File: config.mk
export PLATFORM = sky130hd
export DESIGN_NAME = load_store_unit
export DESIGN_NICKNAME = d
export VERILOG_FILES = /design/src/rtl/load_store_unit.sv
export SDC_FILE = /design/constraint.sdc
export NUM_CORES = 1
export LEC_CHECK = 0
export BUFFER_PORTS_ARGS = -buffer_cell sky130_fd_sc_hd__buf_4
export CELL_PAD_IN_SITES_DETAIL_PLACEMENT = 1
export CELL_PAD_IN_SITES_GLOBAL_PLACEMENT = 2
export CORE_ASPECT_RATIO = 0.7
export CORE_MARGIN = 8
export CORE_UTILIZATION = 30
export CTS_CLUSTER_DIAMETER = 80
export DETAILED_ROUTE_END_ITERATION = 12
export HOLD_SLACK_MARGIN = 0.12
export PLACE_DENSITY = 0.83
export REMOVE_ABC_BUFFERS = 1
export SLEW_MARGIN = 10
export SYNTH_ARGS = -nofsm -noshare
export SYNTH_HDL_FRONTEND = slang
export SYNTH_SLANG_ARGS = --single-unit
File: constraint.sdc
create_clock -name clk -period 8.7 [get_ports clk]
set_input_delay 1.74 -clock clk [delete_from_list [all_inputs] [get_ports clk]]
set_output_delay 1.74 -clock clk [all_outputs]
set_load 0.005 [all_outputs]
File: src/rtl/load_store_unit.sv
// Load/store unit: turns a MEM-stage load or store into one doubleword memory
// transaction and returns the byte-lane-extracted, extended load result.
module load_store_unit (
    input  logic        clk,
    input  logic        reset,
    input  logic        mem_read_M,
    input  logic        mem_write_M,
    input  logic [2:0]  func3_M,
    input  logic [63:0] addr_M,
    input  logic [63:0] wdata_M,
    output logic [63:0] rdata,
    output logic        mem_stall,
    output logic        misaligned,
    output logic        dm_req,
    input  logic        dm_gnt,
    output logic        dm_we,
    output logic [7:0]  dm_be,
    output logic [60:0] dm_addr,
    output logic [63:0] dm_wdata,
    input  logic        dm_rvalid,
    input  logic [63:0] dm_rdata,
    output logic [1:0]  dbg_state_o
);

    // Memory handshake: a request transfers on a cycle where dm_req and dm_gnt
    // are both high; until then dm_req and the whole dm_* payload stay stable.
    // dm_rvalid is a one-cycle strobe without back-pressure and only counts
    // once the request has been granted (it may coincide with the grant).
    typedef enum logic [1:0] {
        S_IDLE = 2'd0,
        S_REQ  = 2'd1,
        S_WAIT = 2'd2,
        S_DONE = 2'd3
    } state_e;

    state_e      state_q, state_d;
    logic [2:0]  off_q;
    logic [2:0]  f3_q;
    logic        load_q;
    logic        we_q;
    logic [7:0]  be_q;
    logic [60:0] addr_q;
    logic [63:0] wdata_q;
    logic [63:0] rdata_q;

    logic        access_in;
    logic        load_in;
    logic        mis_in;
    logic [7:0]  mask_in;
    logic [7:0]  be_in;
    logic [63:0] wdata_in;

    logic        req_c;
    logic        stall_c;
    logic        mis_c;
    logic        accept_c;
    logic        capture_c;

    logic [2:0]  sel_off;
    logic [2:0]  sel_f3;
    logic [63:0] ld_shift;
    logic [63:0] ld_val;

    // Both strobes high counts as a store.
    assign access_in = mem_read_M | mem_write_M;
    assign load_in   = mem_read_M & ~mem_write_M;

    // func3[1:0] encodes size for every code, so 111 falls in with d.
    always_comb begin
        mis_in  = 1'b0;
        mask_in = 8'hFF;
        unique case (func3_M[1:0])
            2'b00: begin
                mis_in  = 1'b0;
                mask_in = 8'h01;
            end
            2'b01: begin
                mis_in  = addr_M[0];
                mask_in = 8'h03;
            end
            2'b10: begin
                mis_in  = |addr_M[1:0];
                mask_in = 8'h0F;
            end
            default: begin
                mis_in  = |addr_M[2:0];
                mask_in = 8'hFF;
            end
        endcase
    end

    assign be_in    = mask_in << addr_M[2:0];
    assign wdata_in = wdata_M << {addr_M[2:0], 3'b000};

    always_comb begin
        state_d   = state_q;
        req_c     = 1'b0;
        stall_c   = 1'b0;
        mis_c     = 1'b0;
        accept_c  = 1'b0;
        capture_c = 1'b0;
        unique case (state_q)
            S_IDLE: begin
                if (access_in) begin
                    if (mis_in) begin
                        mis_c = 1'b1;
                    end else begin
                        accept_c = 1'b1;
                        req_c    = 1'b1;
                        stall_c  = 1'b1;
                        if (dm_gnt && dm_rvalid) begin
                            state_d   = S_DONE;
                            capture_c = load_in;
                        end else if (dm_gnt) begin
                            state_d = S_WAIT;
                        end else begin
                            state_d = S_REQ;
                        end
                    end
                end
            end
            S_REQ: begin
                req_c   = 1'b1;
                stall_c = 1'b1;
                if (dm_gnt && dm_rvalid) begin
                    state_d   = S_DONE;
                    capture_c = load_q;
                end else if (dm_gnt) begin
                    state_d = S_WAIT;
                end
            end
            S_WAIT: begin
                stall_c = 1'b1;
                if (dm_rvalid) begin
                    state_d   = S_DONE;
                    capture_c = load_q;
                end
            end
            default: begin
                // The held instruction is still on the inputs here; it is
                // deliberately not looked at so it cannot be reissued.
                state_d = S_IDLE;
            end
        endcase
    end

    // A same-cycle grant+response in IDLE completes before the latch settles.
    assign sel_off  = (state_q == S_IDLE) ? addr_M[2:0] : off_q;
    assign sel_f3   = (state_q == S_IDLE) ? func3_M     : f3_q;
    assign ld_shift = dm_rdata >> {sel_off, 3'b000};

    always_comb begin
        ld_val = ld_shift;
        unique case (sel_f3)
            3'b000:  ld_val = {{56{ld_shift[7]}},  ld_shift[7:0]};
            3'b001:  ld_val = {{48{ld_shift[15]}}, ld_shift[15:0]};
            3'b010:  ld_val = {{32{ld_shift[31]}}, ld_shift[31:0]};
            3'b100:  ld_val = {56'd0, ld_shift[7:0]};
            3'b101:  ld_val = {48'd0, ld_shift[15:0]};
            3'b110:  ld_val = {32'd0, ld_shift[31:0]};
            default: ld_val = ld_shift;
        endcase
    end

    always_ff @(posedge clk or posedge reset) begin
        if (reset) begin
            state_q <= S_IDLE;
            off_q   <= 3'd0;
            f3_q    <= 3'd0;
            load_q  <= 1'b0;
            we_q    <= 1'b0;
            be_q    <= 8'd0;
            addr_q  <= 61'd0;
            wdata_q <= 64'd0;
            rdata_q <= 64'd0;
        end else begin
            state_q <= state_d;
            if (accept_c) begin
                off_q   <= addr_M[2:0];
                f3_q    <= func3_M;
                load_q  <= load_in;
                we_q    <= mem_write_M;
                be_q    <= be_in;
                addr_q  <= addr_M[63:3];
                wdata_q <= wdata_in;
            end
            if (capture_c) begin
                rdata_q <= ld_val;
            end
        end
    end

    assign dm_req      = req_c & ~reset;
    assign mem_stall   = stall_c & ~reset;
    assign misaligned  = mis_c & ~reset;
    assign dm_we       = (state_q == S_IDLE) ? mem_write_M   : we_q;
    assign dm_be       = (state_q == S_IDLE) ? be_in         : be_q;
    assign dm_addr     = (state_q == S_IDLE) ? addr_M[63:3]  : addr_q;
    assign dm_wdata    = (state_q == S_IDLE) ? wdata_in      : wdata_q;
    assign rdata       = rdata_q;
    assign dbg_state_o = state_q;

endmodule

==> reports/metrics.yaml, run 1 <==
status:
  status: "finished clean"
cts:
  cts.sinks: 207
  clk_latency_ns: 0.56
  cts.repair.resized: 0
  post-cts-setup-buffers: 0
  clock_path_buffers: 3
  hold_buffers: 0
  cts_tree: "done"
  cts_max_level: 1
  clk_pin_slew_ns: 0.06
  clockRootBuffer: "clkbuf_16"
  numCtsBuffers: 26
power_and_ir_drop:
  power.total_mw: 6.33
  p_clk_share_pct: 17.0
  p_int_mw: 3.72
  p_switching_mw: 2.61
  switching_share_pct: 41.2
  seqPwrFrac_pct: 26.4
  p_comb_share_pct: 56.6
  p_leak_nw: 7.93
  power_density_nw_per_um2: 372
  ir_worst_vdd_mv: 0.177
final_layout:
  drive_above_1_share_pct: 36.0
  stdcell_count: 2346
  multi_input_area_sq_um: 7110
  areaGrowthSynthToFinish_pct: 33.4
  finalInstanceArea_sq_um: 17000
  fin_nets: 1982
  seq_area_sq_um: 5180
  nFillCells: 4904
run:
  cap_violations: 0
floorplan:
  die_area_sq_um: 49500
  rows: 63
  io_pins: 404
  fp.dieH_um: 188
  start_util_pct: 30.2
  die-width_um: 262
  core_sq_um: 42200
timing:
  tightest_slew_ns: 1.07
  fmax_mhz: 170
  whs_ns: 0.480
  hold_violations: 0
  relSlewSlack_pct: 28.5
  fin_ws_ns: 2.83
  maxSlewViolCount: 0
  rsz0062_at_grt: "false"
  skew_ns: 0.0197
  setup_violations: 0
  finalCriticalPeriod_ns: 5.87
  fin_crit_sh_pct: 67.5
setup_path:
  critPathCaptureType: "output port"
  cp_max_fo: 42
  required_ns: 6.96
  crit_path_frequent_cell: "buf_4"
  slowest_stage: "buf_4"
  crit_buf_inv: 3
  critPathArrivalTime_ns: 4.13
  path_cells: "buf_4, buf_4, mux2i_1, mux2_2, nor2_1, a21oi_1, a21oi_1, buf_4"
  start_kind: "primary input"
  critical_path_class: "in -> out"
  cp_top_family: "buffers and inverters"
  max_stage_delay_ns: 0.59
placed_design:
  dp_slack_ns: 2.78
  gp_congestion: 0.831
  placed_cell_area_sq_um: 16200
  dp.cells: 2301
  port_buffers: 403
  dp_hpwl_um: 37800
routing:
  vias: 12100
  wl_um: 52000
  vias_per_cell: 5.17
  drc: 0
  drt_iter0_drc: 673
  wl_per_cell_um: 22.2
  dr.pass1.iters: 5
  final_antenna_net_count: 0
synth:
  synth_warnings: 0
  ys_top_cells_by_area: "dfrtp_1 (41%), mux2_2 (15%), nand2_1 (8.3%)"
  synth_enable_flop_cells: 0
  ys_ff_latch: 207
  synth_top_flop_cell: "dfrtp_1"
  postSynth.asyncResetShare_pct: 100
  syn_area_sq_um: 12800
  synth_top_area_cell: "dfrtp_1"
  yosys.cell_count.top_type: "nand2_1"
  synth_seq_area_share_pct: 40.6
  synth_common_cells: "nand2_1 (282), dfrtp_1 (207), mux2_2 (167)"
  synthDistinctLibCells: 48
  yosysTopAreaCellShare_pct: 40.6
  syn_inst: 1449
  syn_avg_cell_area_sq_um: 8.80
min_path:
  hold_class: "reg -> reg"
grt:
  grt_antenna_before_repair: 3
  grt_max_degree: 105
  grt_overflow: 0
  grt_pass1_vias: 13000
  grtUsageTotal_pct: 20.2
  grt_pass1_wl_um: 80000
==> stage by stage <==
stage	util [%]	setup TNS (ns)
after global placement	38.4	0
final	40.3	0
after CTS	40.3	0
after detailed placement	38.4	0
after floorplan	-	-848.62
after global routing	40.3	0
==> worst register-to-register path: cells and delay by family (launching register included) <==
kind                       cells  cell delay (ns)
buffers and inverters          2             0.61
DFF                            1             0.42
muxes                          3             1.29
adders and majority gates      1             0.71
AOI/OAI and AO/OA              2             0.98
and+or+nand+nor                1             0.12
==> path summary, 6_finish.rpt <==
path,from,to,slack [ns],cells past startpoint
max,addr_M[0],dm_wdata[60],2.83,8
min,be_q[4],be_q[4],0.48,2
max reg2reg,dbg_state_o[0],rdata[24],4.38,9
min reg2reg,be_q[4],be_q[4],0.48,2
max in group asynchronous,reset,wdata_q[49],6.06,3
min in group asynchronous,reset,rdata[2],1.34,2
==> cell families after synthesis <==
| group | share of synthesized area [%] |
|---|---|
| and+or+nand+nor | 16.6 |
| AOI/OAI and AO/OA | 16.3 |
| muxes | 21.9 |
| DFF | 40.6 |
| buffers and inverters | 4.20 |
| adders and majority gates | 0.392 |
==> registers in the layout (all words and copies together), names as in the netlist <==
register	count
load_q	1
be_q	8
off_q	3
we_q	1
f3_q	3
dbg_state_o	2
rdata	64
wdata_q	64
addr_q	61
==> placed cells by master (no fill, tap or decap), types with 3 or more instances in the layout <==
cell / netlist / layout
and3_1: 16 / 16
o21ai_0: 112 / 111
ha_1: 4 / 3
inv_1: 10 / 8
buf_4: 0 / 420
o22a_1: 8 / 8
a21oi_1: 110 / 110
clkbuf_1: 89 / 5
o31ai_1: 17 / 17
o221ai_1: 15 / 15
nand2_1: 282 / 282
mux4_2: 4 / 4
clkinv_2: 0 / 3
nor2_1: 138 / 137
mux2_2: 167 / 167
nor2b_1: 9 / 9
mux2i_1: 79 / 77
clkbuf_16: 0 / 26
dfrtp_1: 207 / 207
nand3_1: 23 / 23
a21o_1: 19 / 19
nand2b_1: 9 / 9
a22oi_1: 9 / 9
o32a_1: 9 / 9
or3_1: 9 / 9
nor3_1: 18 / 18
clkbuf_8: 0 / 6
a31oi_1: 22 / 22
o2bb2ai_1: 7 / 7
==> per-layer routing <==
metal | vias up | track usage [%] | share of wire (%)
met1 | 6053 | 25.9 | 44
met5 | - | 0 | 0.025
met2 | 257 | 33.6 | 48
li1 | 5744 | - | -
met3 | 66 | 5.34 | 5.9
met4 | 2 | 4.74 | 2.2
==> power by group through the flow <==
stage / clock network, mW / logic (mW) / registers, mW
finish: 1.08 / 3.58 / 1.67
global route: 1.14 / 3.92 / 1.73
CTS: 1.11 / 3.63 / 1.67
detailed placement: 0 / 3.62 / 1.68
global placement: 0 / 3.55 / 1.65
floorplan: 0 / 2.04 / 1.64
==> final cells by class <==
cell class | count | share of cell area [%]
repair buffers | 420 | 18.5
inverters | 11 | 0.287
multi-input cells | 1111 | 41.8
diodes | 2 | 0.0294
clock inverters | 6 | 0.412
clock buffers | 37 | 4.42
flip-flops and latches | 207 | 30.5
well taps | 552 | 4.06
Note: power is estimated with default switching activity, not from simulation.
==> inputs of run 2 (changes only) <==
==> constraint.sdc (replaced) <==
create_clock -name clk -period 6.1 [get_ports clk]
set_input_delay 1.22 -clock clk [delete_from_list [all_inputs] [get_ports clk]]
set_output_delay 1.22 -clock clk [all_outputs]
set_load 0.005 [all_outputs]
==> run 2 against run 1 <==
Wire length about the same. Global-route usage increased by 0.13 points. Cell area rose by 0.19%. Setup slack worse by 1.6 ns. Highest routed layer unchanged. Critical endpoint is now dm_wdata[5]. Final cell count rose by 0.26%. Hold slack gained 0.0019 ns. Clock power up 45%. Via count up 0.25%. Sequential power grew 43%. Register-to-register slack lost 2.4 ns. Count of clock-buffer cells in the layout grew 2. Critical path depth down 2.
==> reports/metrics.yaml, run 2 (synthesized netlist as in run 1, its figures left out) <==
final_layout:
  nFillCells: 4888
  final_common_cell: "buf_4"
  fin_nets: 1981
  drive_above_1_share_pct: 36.0
  final_util_pct: 40.4
  areaGrowthSynthToFinish_pct: 33.6
  stdcell_count: 2352
  finalInstanceArea_sq_um: 17000
  final_cell_mix: "buf_4 (418), nand2_1 (282), dfrtp_1 (207)"
floorplan:
  core_sq_um: 42200
  die_area_sq_um: 49500
  start_util_pct: 30.2
  die-width_um: 262
  rows: 63
  io_pins: 404
  fp.dieH_um: 188
timing:
  fmax_mhz: 207
  maxSlewViolCount: 0
  finalCriticalPeriod_ns: 4.82
  whs_ns: 0.482
  setup_violations: 0
  skew_ns: 0.0140
  rsz0062_at_grt: "false"
  fin_crit_sh_pct: 79.1
  tightest_slew_ns: 1.25
  hold_violations: 0
  relSlewSlack_pct: 16.1
power_and_ir_drop:
  power_density_nw_per_um2: 531
  p_leak_nw: 7.94
  p_comb_share_pct: 56.2
  p_switching_mw: 3.73
  ir_worst_vdd_mv: 0.258
  p_clk_share_pct: 17.4
  switching_share_pct: 41.2
  p_int_mw: 5.31
  seqPwrFrac_pct: 26.4
  power.total_mw: 9.04
routing:
  dr.pass1.iters: 7
  vias_per_cell: 5.17
  drc: 0
  final_antenna_net_count: 0
  vias: 12200
  wl_per_cell_um: 22.1
  wl_um: 52000
  drt_iter0_drc: 608
setup_path:
  critical_path_class: "in -> out"
  cp_max_fo: 52
  start_kind: "primary input"
  r2r_cells: 8
  required_ns: 4.88
  max_stage_delay_ns: 0.99
  crit_path_frequent_cell: "buf_4"
  critPathArrivalTime_ns: 3.60
  path_cells: "buf_4, or2_2, nor2_1, nand2_1, o21ai_0, buf_4"
  critPathCaptureType: "output port"
  slowest_stage: "nor2_1"
cts:
  numCtsBuffers: 26
  clk_pin_slew_ns: 0.06
  cts.sinks: 207
  cts_max_level: 1
  clk_latency_ns: 0.56
  cts.repair.resized: 0
  cts_tree: "done"
  clockRootBuffer: "clkbuf_16"
  post-cts-setup-buffers: 0
  hold_buffers: 0
  clock_path_buffers: 3
placed_design:
  gp_congestion: 0.823
  port_buffers: 403
  dp.cells: 2300
  dp_hpwl_um: 37900
  placed_cell_area_sq_um: 16200
grt:
  grt_overflow: 0
  grt_max_degree: 198
  grt_pass1_vias: 13200
  grt_pass1_wl_um: 80800
  grtUsageTotal_pct: 20.3
  grt_antenna_before_repair: 6
min_path:
  hold_class: "reg -> reg"
  hold_depth: 2
status:
  status: "finished clean"
run:
  cap_violations: 0
run 2: through the flow:
stage | setup TNS (ns) | worst slack [ns]
finish | 0 | 1.28
detailed placement | 0 | 1.20
global placement | 0 | 1.37
global route | 0 | 1.11
CTS | 0 | 1.23
floorplan | -1517.49 | -8.55
run 2: cell type report:
| cell class | instances | area [sq um] | share of cell area, % |
|---|---|---|---|
| Inverter | 11 | 48.8 | 0.286 |
| Antenna cell | 4 | 10.0 | 0.0587 |
| Tap cell | 552 | 691 | 4.05 |
| Multi-Input combinational cell | 1111 | 7100 | 41.7 |
| Sequential cell | 207 | 5180 | 30.4 |
| Timing Repair Buffer | 419 | 3160 | 18.5 |
| Clock buffer | 39 | 759 | 4.46 |
| Clock inverter | 9 | 87.6 | 0.514 |
run 2: routing by layer:
| layer | routed length (um) | global-route usage [%] | vias up |
|---|---|---|---|
| met5 | 27 | 0 | - |
| met4 | 1410 | 5.53 | 4 |
| met3 | 3040 | 4.78 | 74 |
| met2 | 24600 | 33.9 | 269 |
| met1 | 22900 | 26.2 | 6055 |
| li1 | - | - | 5750 |
run 2: path summary, 6_finish.rpt:
check                                from           to  slack [ns]
max                             addr_M[2]  dm_wdata[5]        1.28
min                               be_q[4]      be_q[4]        0.48
max reg2reg                dbg_state_o[0]    rdata[60]        1.94
min reg2reg                       be_q[4]      be_q[4]        0.48
max in group asynchronous           reset     rdata[9]        4.02
min in group asynchronous           reset       load_q        0.83
run 2: worst max-delay path, delay by kind of cell:
| family | cells | cell delay [ns] |
|---|---|---|
| simple gates | 3 | 1.69 |
| buf+inv | 2 | 0.43 |
| compound gates | 1 | 0.23 |
run 2: power groups by stage:
stage                     combinational (mW)  sequential (mW)  clock [mW]
after floorplan                         2.91             2.33           0
after global placement                  5.06             2.36           0
after detailed placement                5.14             2.41           0
after CTS                               5.17             2.39        1.63
after global routing                    5.59             2.47        1.67
final                                   5.08             2.38        1.57
